**config.mk**
```make
export PLATFORM = sky130hd
export DESIGN_NAME = wb_rr_arbiter
export DESIGN_NICKNAME = d
export VERILOG_FILES = /design/src/rtl/wb_arb_pkg.sv /design/src/rtl/wb_rr_arbiter_watchdog.sv /design/src/rtl/wb_rr_arbiter.sv
export SDC_FILE = /design/constraint.sdc
export NUM_CORES = 1
export LEC_CHECK = 0
export ABC_AREA = 1
export CAP_MARGIN = 20
export CORE_AREA = 2 2 110 112
export DETAILED_ROUTE_END_ITERATION = 8
export DIE_AREA = 0 0 112 114
export PLACE_DENSITY_LB_ADDON = 0.05
export SLEW_MARGIN = 20
export SYNTH_ARGS = -nofsm -noshare
export SYNTH_HDL_FRONTEND = slang
export SYNTH_HIERARCHICAL = 1
export SYNTH_SLANG_ARGS = --single-unit
```
**constraint.sdc**
```tcl
create_clock -name clk -period 3.6 [get_ports clk]
set_input_delay 0.72 -clock clk [delete_from_list [all_inputs] [get_ports clk]]
set_output_delay 0.72 -clock clk [all_outputs]
set_load 0.02 [all_outputs]
```
**src/rtl/wb_arb_pkg.sv**
```systemverilog
// Shared types and helpers for the round-robin Wishbone arbiter.
// Arbitration helpers work on a fixed 4-bit request space; unused upper bits are zero.
package wb_arb_pkg;

    typedef enum logic [1:0] {
        IDLE  = 2'd0,
        BUSY  = 2'd1,
        ABORT = 2'd2
    } arb_state_e;

    localparam int MAX_MASTERS   = 4;
    localparam int DAT_W_DEFAULT = 32;
    localparam int SEL_W         = DAT_W_DEFAULT / 8;

    // First requester found searching upward from last+1, wrapping at n.
    function automatic logic [MAX_MASTERS-1:0] rr_pick(
        input logic [MAX_MASTERS-1:0] req,
        input logic [1:0]             last,
        input int                     n
    );
        logic [MAX_MASTERS-1:0] pick;
        int                     idx;
        pick = '0;
        for (int k = 1; k <= MAX_MASTERS; k++) begin
            idx = (int'(last) + k) % n;
            if (k <= n && pick == '0 && req[idx[1:0]]) begin
                pick[idx[1:0]] = 1'b1;
            end
        end
        return pick;
    endfunction

    function automatic logic [1:0] oh_to_idx(input logic [MAX_MASTERS-1:0] oh);
        logic [1:0] idx;
        idx = '0;
        for (int k = 0; k < MAX_MASTERS; k++) begin
            if (oh[k]) begin
                idx = 2'(k);
            end
        end
        return idx;
    endfunction

endpackage

```
**src/rtl/wb_rr_arbiter_watchdog.sv**
```systemverilog
// Stall watchdog: counts strobed-but-unacked cycles of the granted master and
// flags the cycle that would be the TIMEOUT-th stall. TIMEOUT of 0 disables it.
module wb_arb_watchdog
    import wb_arb_pkg::*;
#(
    parameter int TIMEOUT = 255
) (
    input  logic clk,
    input  logic reset_n,
    input  logic busy,
    input  logic stb,
    input  logic ack,
    output logic tc
);

    localparam int CNT_W = (TIMEOUT > 0) ? $clog2(TIMEOUT + 1) : 1;
    localparam logic [CNT_W-1:0] CNT_MAX  = CNT_W'(TIMEOUT);
    localparam logic [CNT_W-1:0] CNT_LAST = (TIMEOUT > 0) ? CNT_W'(TIMEOUT - 1) : '0;

    logic [CNT_W-1:0] count_q, count_d;

    always_ff @(posedge clk) begin
        if (!reset_n) begin
            count_q <= '0;
        end else begin
            count_q <= count_d;
        end
    end

    always_comb begin
        count_d = count_q;
        if (!busy || !stb || ack) begin
            count_d = '0;
        end else if (count_q != CNT_MAX) begin
            count_d = count_q + 1'b1;
        end
    end

    // An ack in the terminal cycle wins, so tc requires !ack.
    assign tc = (TIMEOUT != 0) && busy && stb && !ack && (count_q == CNT_LAST);

endmodule

```
**src/rtl/wb_rr_arbiter.sv**
```systemverilog
// Round-robin Wishbone arbiter: registered grant, combinational data path
// between the granted master and the shared slave, watchdog-driven abort.
module wb_rr_arbiter
    import wb_arb_pkg::*;
#(
    parameter int NUM_MASTERS = 2,
    parameter int ADR_W       = 32,
    parameter int DAT_W       = 32,
    parameter int TIMEOUT     = 255
) (
    input  logic                               clk,
    input  logic                               reset_n,
    input  logic [NUM_MASTERS-1:0]             m_cyc,
    input  logic [NUM_MASTERS-1:0]             m_stb,
    input  logic [NUM_MASTERS-1:0]             m_we,
    input  logic [NUM_MASTERS*(DAT_W/8)-1:0]   m_sel,
    input  logic [NUM_MASTERS*ADR_W-1:0]       m_adr,
    input  logic [NUM_MASTERS*DAT_W-1:0]       m_dat_w,
    output logic [DAT_W-1:0]                   m_dat_r,
    output logic [NUM_MASTERS-1:0]             m_ack,
    output logic [NUM_MASTERS-1:0]             m_err,
    output logic                               s_cyc,
    output logic                               s_stb,
    output logic                               s_we,
    output logic [DAT_W/8-1:0]                 s_sel,
    output logic [ADR_W-1:0]                   s_adr,
    output logic [DAT_W-1:0]                   s_dat_w,
    input  logic [DAT_W-1:0]                   s_dat_r,
    input  logic                               s_ack,
    output logic [NUM_MASTERS-1:0]             grant
);

    localparam int SW = DAT_W / 8;

    arb_state_e               state_q, state_d;
    logic [NUM_MASTERS-1:0]   grant_q, grant_d;
    logic [1:0]               last_q, last_d;
    logic [MAX_MASTERS-1:0]   req_pad;
    logic [MAX_MASTERS-1:0]   pick;
    logic                     busy;
    logic                     wd_tc;

    logic                     sel_cyc;
    logic                     sel_stb;
    logic                     sel_we;
    logic [SW-1:0]            sel_sel;
    logic [ADR_W-1:0]         sel_adr;
    logic [DAT_W-1:0]         sel_dat;

    assign busy    = (state_q == BUSY);
    assign grant   = grant_q;
    assign m_dat_r = s_dat_r;

    always_comb begin
        req_pad                  = '0;
        req_pad[NUM_MASTERS-1:0] = m_cyc;
    end

    assign pick = rr_pick(req_pad, last_q, NUM_MASTERS);

    // Master-side signals of the current owner; all zero when nobody is granted.
    always_comb begin
        sel_cyc = 1'b0;
        sel_stb = 1'b0;
        sel_we  = 1'b0;
        sel_sel = '0;
        sel_adr = '0;
        sel_dat = '0;
        for (int i = 0; i < NUM_MASTERS; i++) begin
            if (grant_q[i]) begin
                sel_cyc = m_cyc[i];
                sel_stb = m_stb[i];
                sel_we  = m_we[i];
                sel_sel = m_sel[i*SW +: SW];
                sel_adr = m_adr[i*ADR_W +: ADR_W];
                sel_dat = m_dat_w[i*DAT_W +: DAT_W];
            end
        end
    end

    wb_arb_watchdog #(
        .TIMEOUT (TIMEOUT)
    ) u_watchdog (
        .clk     (clk),
        .reset_n (reset_n),
        .busy    (busy),
        .stb     (sel_stb),
        .ack     (s_ack),
        .tc      (wd_tc)
    );

    always_ff @(posedge clk) begin
        if (!reset_n) begin
            state_q <= IDLE;
            grant_q <= '0;
            last_q  <= 2'(NUM_MASTERS - 1);
        end else begin
            state_q <= state_d;
            grant_q <= grant_d;
            last_q  <= last_d;
        end
    end

    always_comb begin
        state_d = state_q;
        grant_d = grant_q;
        last_d  = last_q;
        unique case (state_q)
            IDLE: begin
                if (|m_cyc) begin
                    grant_d = pick[NUM_MASTERS-1:0];
                    last_d  = oh_to_idx(pick);
                    state_d = BUSY;
                end
            end
            BUSY: begin
                if (wd_tc) begin
                    grant_d = '0;
                    state_d = ABORT;
                end else if (!sel_cyc) begin
                    grant_d = '0;
                    state_d = IDLE;
                end
            end
            ABORT: begin
                grant_d = '0;
                state_d = IDLE;
            end
            default: begin
                grant_d = '0;
                state_d = IDLE;
            end
        endcase
    end

    // The abort cycle hides the strobe from the slave while err goes back to the master.
    always_comb begin
        s_cyc   = 1'b0;
        s_stb   = 1'b0;
        s_we    = 1'b0;
        s_sel   = '0;
        s_adr   = '0;
        s_dat_w = '0;
        m_ack   = '0;
        m_err   = '0;
        if (busy) begin
            s_cyc   = sel_cyc & ~wd_tc;
            s_stb   = sel_stb & ~wd_tc;
            s_we    = sel_we;
            s_sel   = sel_sel;
            s_adr   = sel_adr;
            s_dat_w = sel_dat;
            m_ack   = grant_q & {NUM_MASTERS{s_ack & sel_stb}};
            m_err   = grant_q & {NUM_MASTERS{wd_tc}};
        end
    end

endmodule

```
==> results.json <==
{
  "p_int_uw": 515,
  "p_switching_uw": 223,
  "drv_cap": 0,
  "fp-row-count": 40,
  "cp-startpoint": "m_stb[1]",
  "pwr-share-clk": 0.285,
  "tightest_slew_ns": 0.535,
  "fillCellCount": 1268,
  "htreeDepth": 1,
  "worstPathMaxFanout": 4,
  "critical_path_class": "in -> out",
  "avgSynthCellArea_um2": 6.06,
  "fin_crit_sh": 0.925,
  "synth_cells": 312,
  "synth_top_family_by_area": "simple AND/OR/NAND/NOR gates",
  "relSlewSlack": 0.644,
  "pre_cts_ws_ns": 0.205,
  "cp.required_ns": 2.88,
  "syn-num-nets": 491,
  "synth_cell_type_count": 23,
  "yosys.area.top_type": "a22oi_1",
  "postRouteWirelength_um": 11300,
  "cellPowerDensity_nw_per_um2": 182,
  "dieHeight_um": 114,
  "fin_util": 0.347,
  "start_kind": "input port",
  "reg2reg_from": "grant[0]",
  "port_buffers": 221,
  "core_area_um2": 11700,
  "num_io_pins": 286,
  "cts_tree": "built",
  "drive_gt1_frac": 0.0452,
  "yosys_warnings": 6,
  "ir_drop_mv": 0.157,
  "tns_ns": 0,
  "clkTransAtPathRegs_ns": 0.04,
  "ys_seq_elements": 13,
  "via_count": 2746,
  "synth_mux_area_frac": 0,
  "setup_violations": 0,
  "grt_pass1_wl_um": 16000,
  "die_w_um": 112,
  "post_drt_wl_per_cell_um": 17.8,
  "synth_adder_area_share": 0.0132,
  "fmax_ghz": 0.300,
  "synth-xor-area-share": 0.00463,
  "worst_ep_arrival_time_ns": 2.61,
  "cts_sinks": 13,
  "antenna_cells": 0,
  "hold_viol_final": 0,
  "grt_max_degree": 70,
  "min_path_type": "reg -> reg",
  "numCtsBuffers": 3,
  "fp.dieArea_um2": 12800,
  "grt_overflow_total": 0,
  "post-route-min-period_ns": 3.33,
  "globalplace.congestion": 0.798,
  "ant_nets": 0,
  "yosysTopAreaCellShare": 0.274,
  "cts_setup_buffers": 0,
  "antenna_found_initial": 0,
  "cts_hold_buf": 0,
  "dpl.hpwl_um": 8900,
  "nNetsFinal": 667,
  "yosys-top-cells-area": "a22oi_1 27%, nor2_1 17%, dfxtp_1 14%",
  "p_seq_frac": 0.205,
  "worstHoldStart": "last_q[0]",
  "fin_area_um2": 4060,
  "postPlaceCellArea_um2": 3980,
  "status": "complete, no violations",
  "drc": 0,
  "grt_pass1_vias": 2648,
  "drtIter0Drc": 153,
  "yosysSeqAreaShare": 0.138,
  "initial_core_util": 0.162,
  "synthToLayoutAreaGrowth_pct": 115,
  "gr-usage-all-layers": 0.158,
  "p_sw_frac": 0.303,
  "fin_skew_ns": 0.00315,
  "synth-compound-area-share": 0.301,
  "vias_per_cell": 4.33,
  "yosys.area_share.simple": 0.311,
  "final_max_slew_viol_count": 0,
  "rsz0062_at_grt": "false",
  "endpoint_kind": "primary output",
  "power.share.combinational": 0.510,
  "root_buffer": "clkbuf_16",
  "clk_latency_ns": 0.24,
  "firstDrtPassIters": 4,
  "p_leak_uw": 0.00143,
  "syn-cell-area_um2": 1890,
  "setup_ws_ns": 0.272,
  "cts.path.max_buffers": 2
}
-- Yosys cell counts --
cell type   n
xnor2_1     1
a21oi_1     4
buf_2      15
nor2_1     85
buf_6       1
inv_1      17
nand3_1    11
nand2_1    33
nand2_2     3
clkbuf_1    5
a31oi_1     1
o21ai_0     2
dfxtp_1    13
nor2_2      1
ha_1        2
nor3_1      4
inv_2       3
a22oi_1    69
nor2_4      3
nand2_4     1
clkinv_2    1
o21ai_1     3
buf_4      34
-- cell type report --
type / instances / area [um^2] / share of cell area
inverters: 21 / 80.1 / 0.0197
clock buffers: 4 / 78.8 / 0.0194
flip-flops and latches: 13 / 262 / 0.0644
well taps: 147 / 184 / 0.0453
multi-input cells: 223 / 1190 / 0.294
repair buffers: 226 / 2260 / 0.557
-- placed cells by master (no fill, tap or decap) --
master           instances
nor2_2                   1
ha_1                     2
a31oi_1                  1
nand2_2                  4
nor2_4                   3
nor2_1                  85
nand2_1                 32
dfxtp_2                  1
clkdlybuf4s50_1        220
inv_1                   17
a22oi_1                 69
dfxtp_1                 12
nand2_4                  1
buf_12                   1
clkinv_2                 1
inv_2                    3
nand3_1                 11
dlymetal6s2s_1           1
o21ai_0                  2
nor3_1                   4
buf_4                    4
o21ai_1                  3
clkbuf_16                3
xnor2_1                  1
clkbuf_1                 1
a21oi_1                  4
-- worst max-delay path, cell delays in order --
cell and delay, ns:
clkdlybuf4s50_1 0.46, nand2_1 0.05, nand2_1 0.16, inv_1 0.06
nor2_1 0.11, nand2_1 0.07, nor2_1 0.14, inv_1 0.11
nor2_1 0.12, clkdlybuf4s50_1 0.61
-- routing by layer --
layer  up-vias  global-route usage  share of wire  routed length, um
li1       1377                   -              -                  -
met1      1227               0.217           0.44               4990
met2       140               0.248           0.45               5040
met3         2              0.0643           0.11               1250
met4         0             0.00650        0.00018                  2
met5         -                   0              0                  0
-- path summary, 6_finish.rpt --
check	slack [ns]	end	depth (start not counted)
setup / recovery	0.27	m_err[1]	10
hold reg to reg	0.46	last_q[0]	2
hold / removal	0.46	last_q[0]	2
setup reg to reg	1.87	grant[1]	13
-- timing repair --
action,4_1_cts,5_1_grt
gates resized for setup,0,1
hold endpoints to repair,0,0
endpoints found under the setup margin,0,1
-- state kept, by name, indices dropped and copies added, names as in the netlist --
| signal | flops |
|---|---|
| u_watchdog/count_q | 8 |
| grant | 2 |
| state_q | 2 |
| last_q | 1 |
-- power by group through the flow --
stage / combinational (uW) / clock [uW] / sequential [uW]
2_1_floorplan: 189 / 0 / 155
3_3_place_gp: 379 / 0 / 155
3_5_place_dp: 379 / 0 / 154
4_1_cts: 382 / 217 / 152
5_1_grt: 406 / 226 / 152
6_report: 376 / 210 / 152
-- logic make-up (layout without fill, tap and decap cells) --
group | after synthesis | in the layout
buf+inv | 76 | 251
fa+ha+maj | 2 | 2
compound gates | 79 | 79
simple gates | 141 | 141
xor+xnor | 1 | 1
flops | 13 | 13
-- through the flow --
| step | instances | hold slack, ns | total power (uW) |
|---|---|---|---|
| floorplan | 312 | 0.429 | 344 |
| global placement | 630 | 0.453 | 533 |
| detailed placement | 630 | 0.452 | 533 |
| CTS | 634 | 0.467 | 751 |
| global route | 634 | 0.501 | 784 |
| finish | 634 | 0.458 | 738 |
Note: power is estimated with default switching activity, not from simulation.
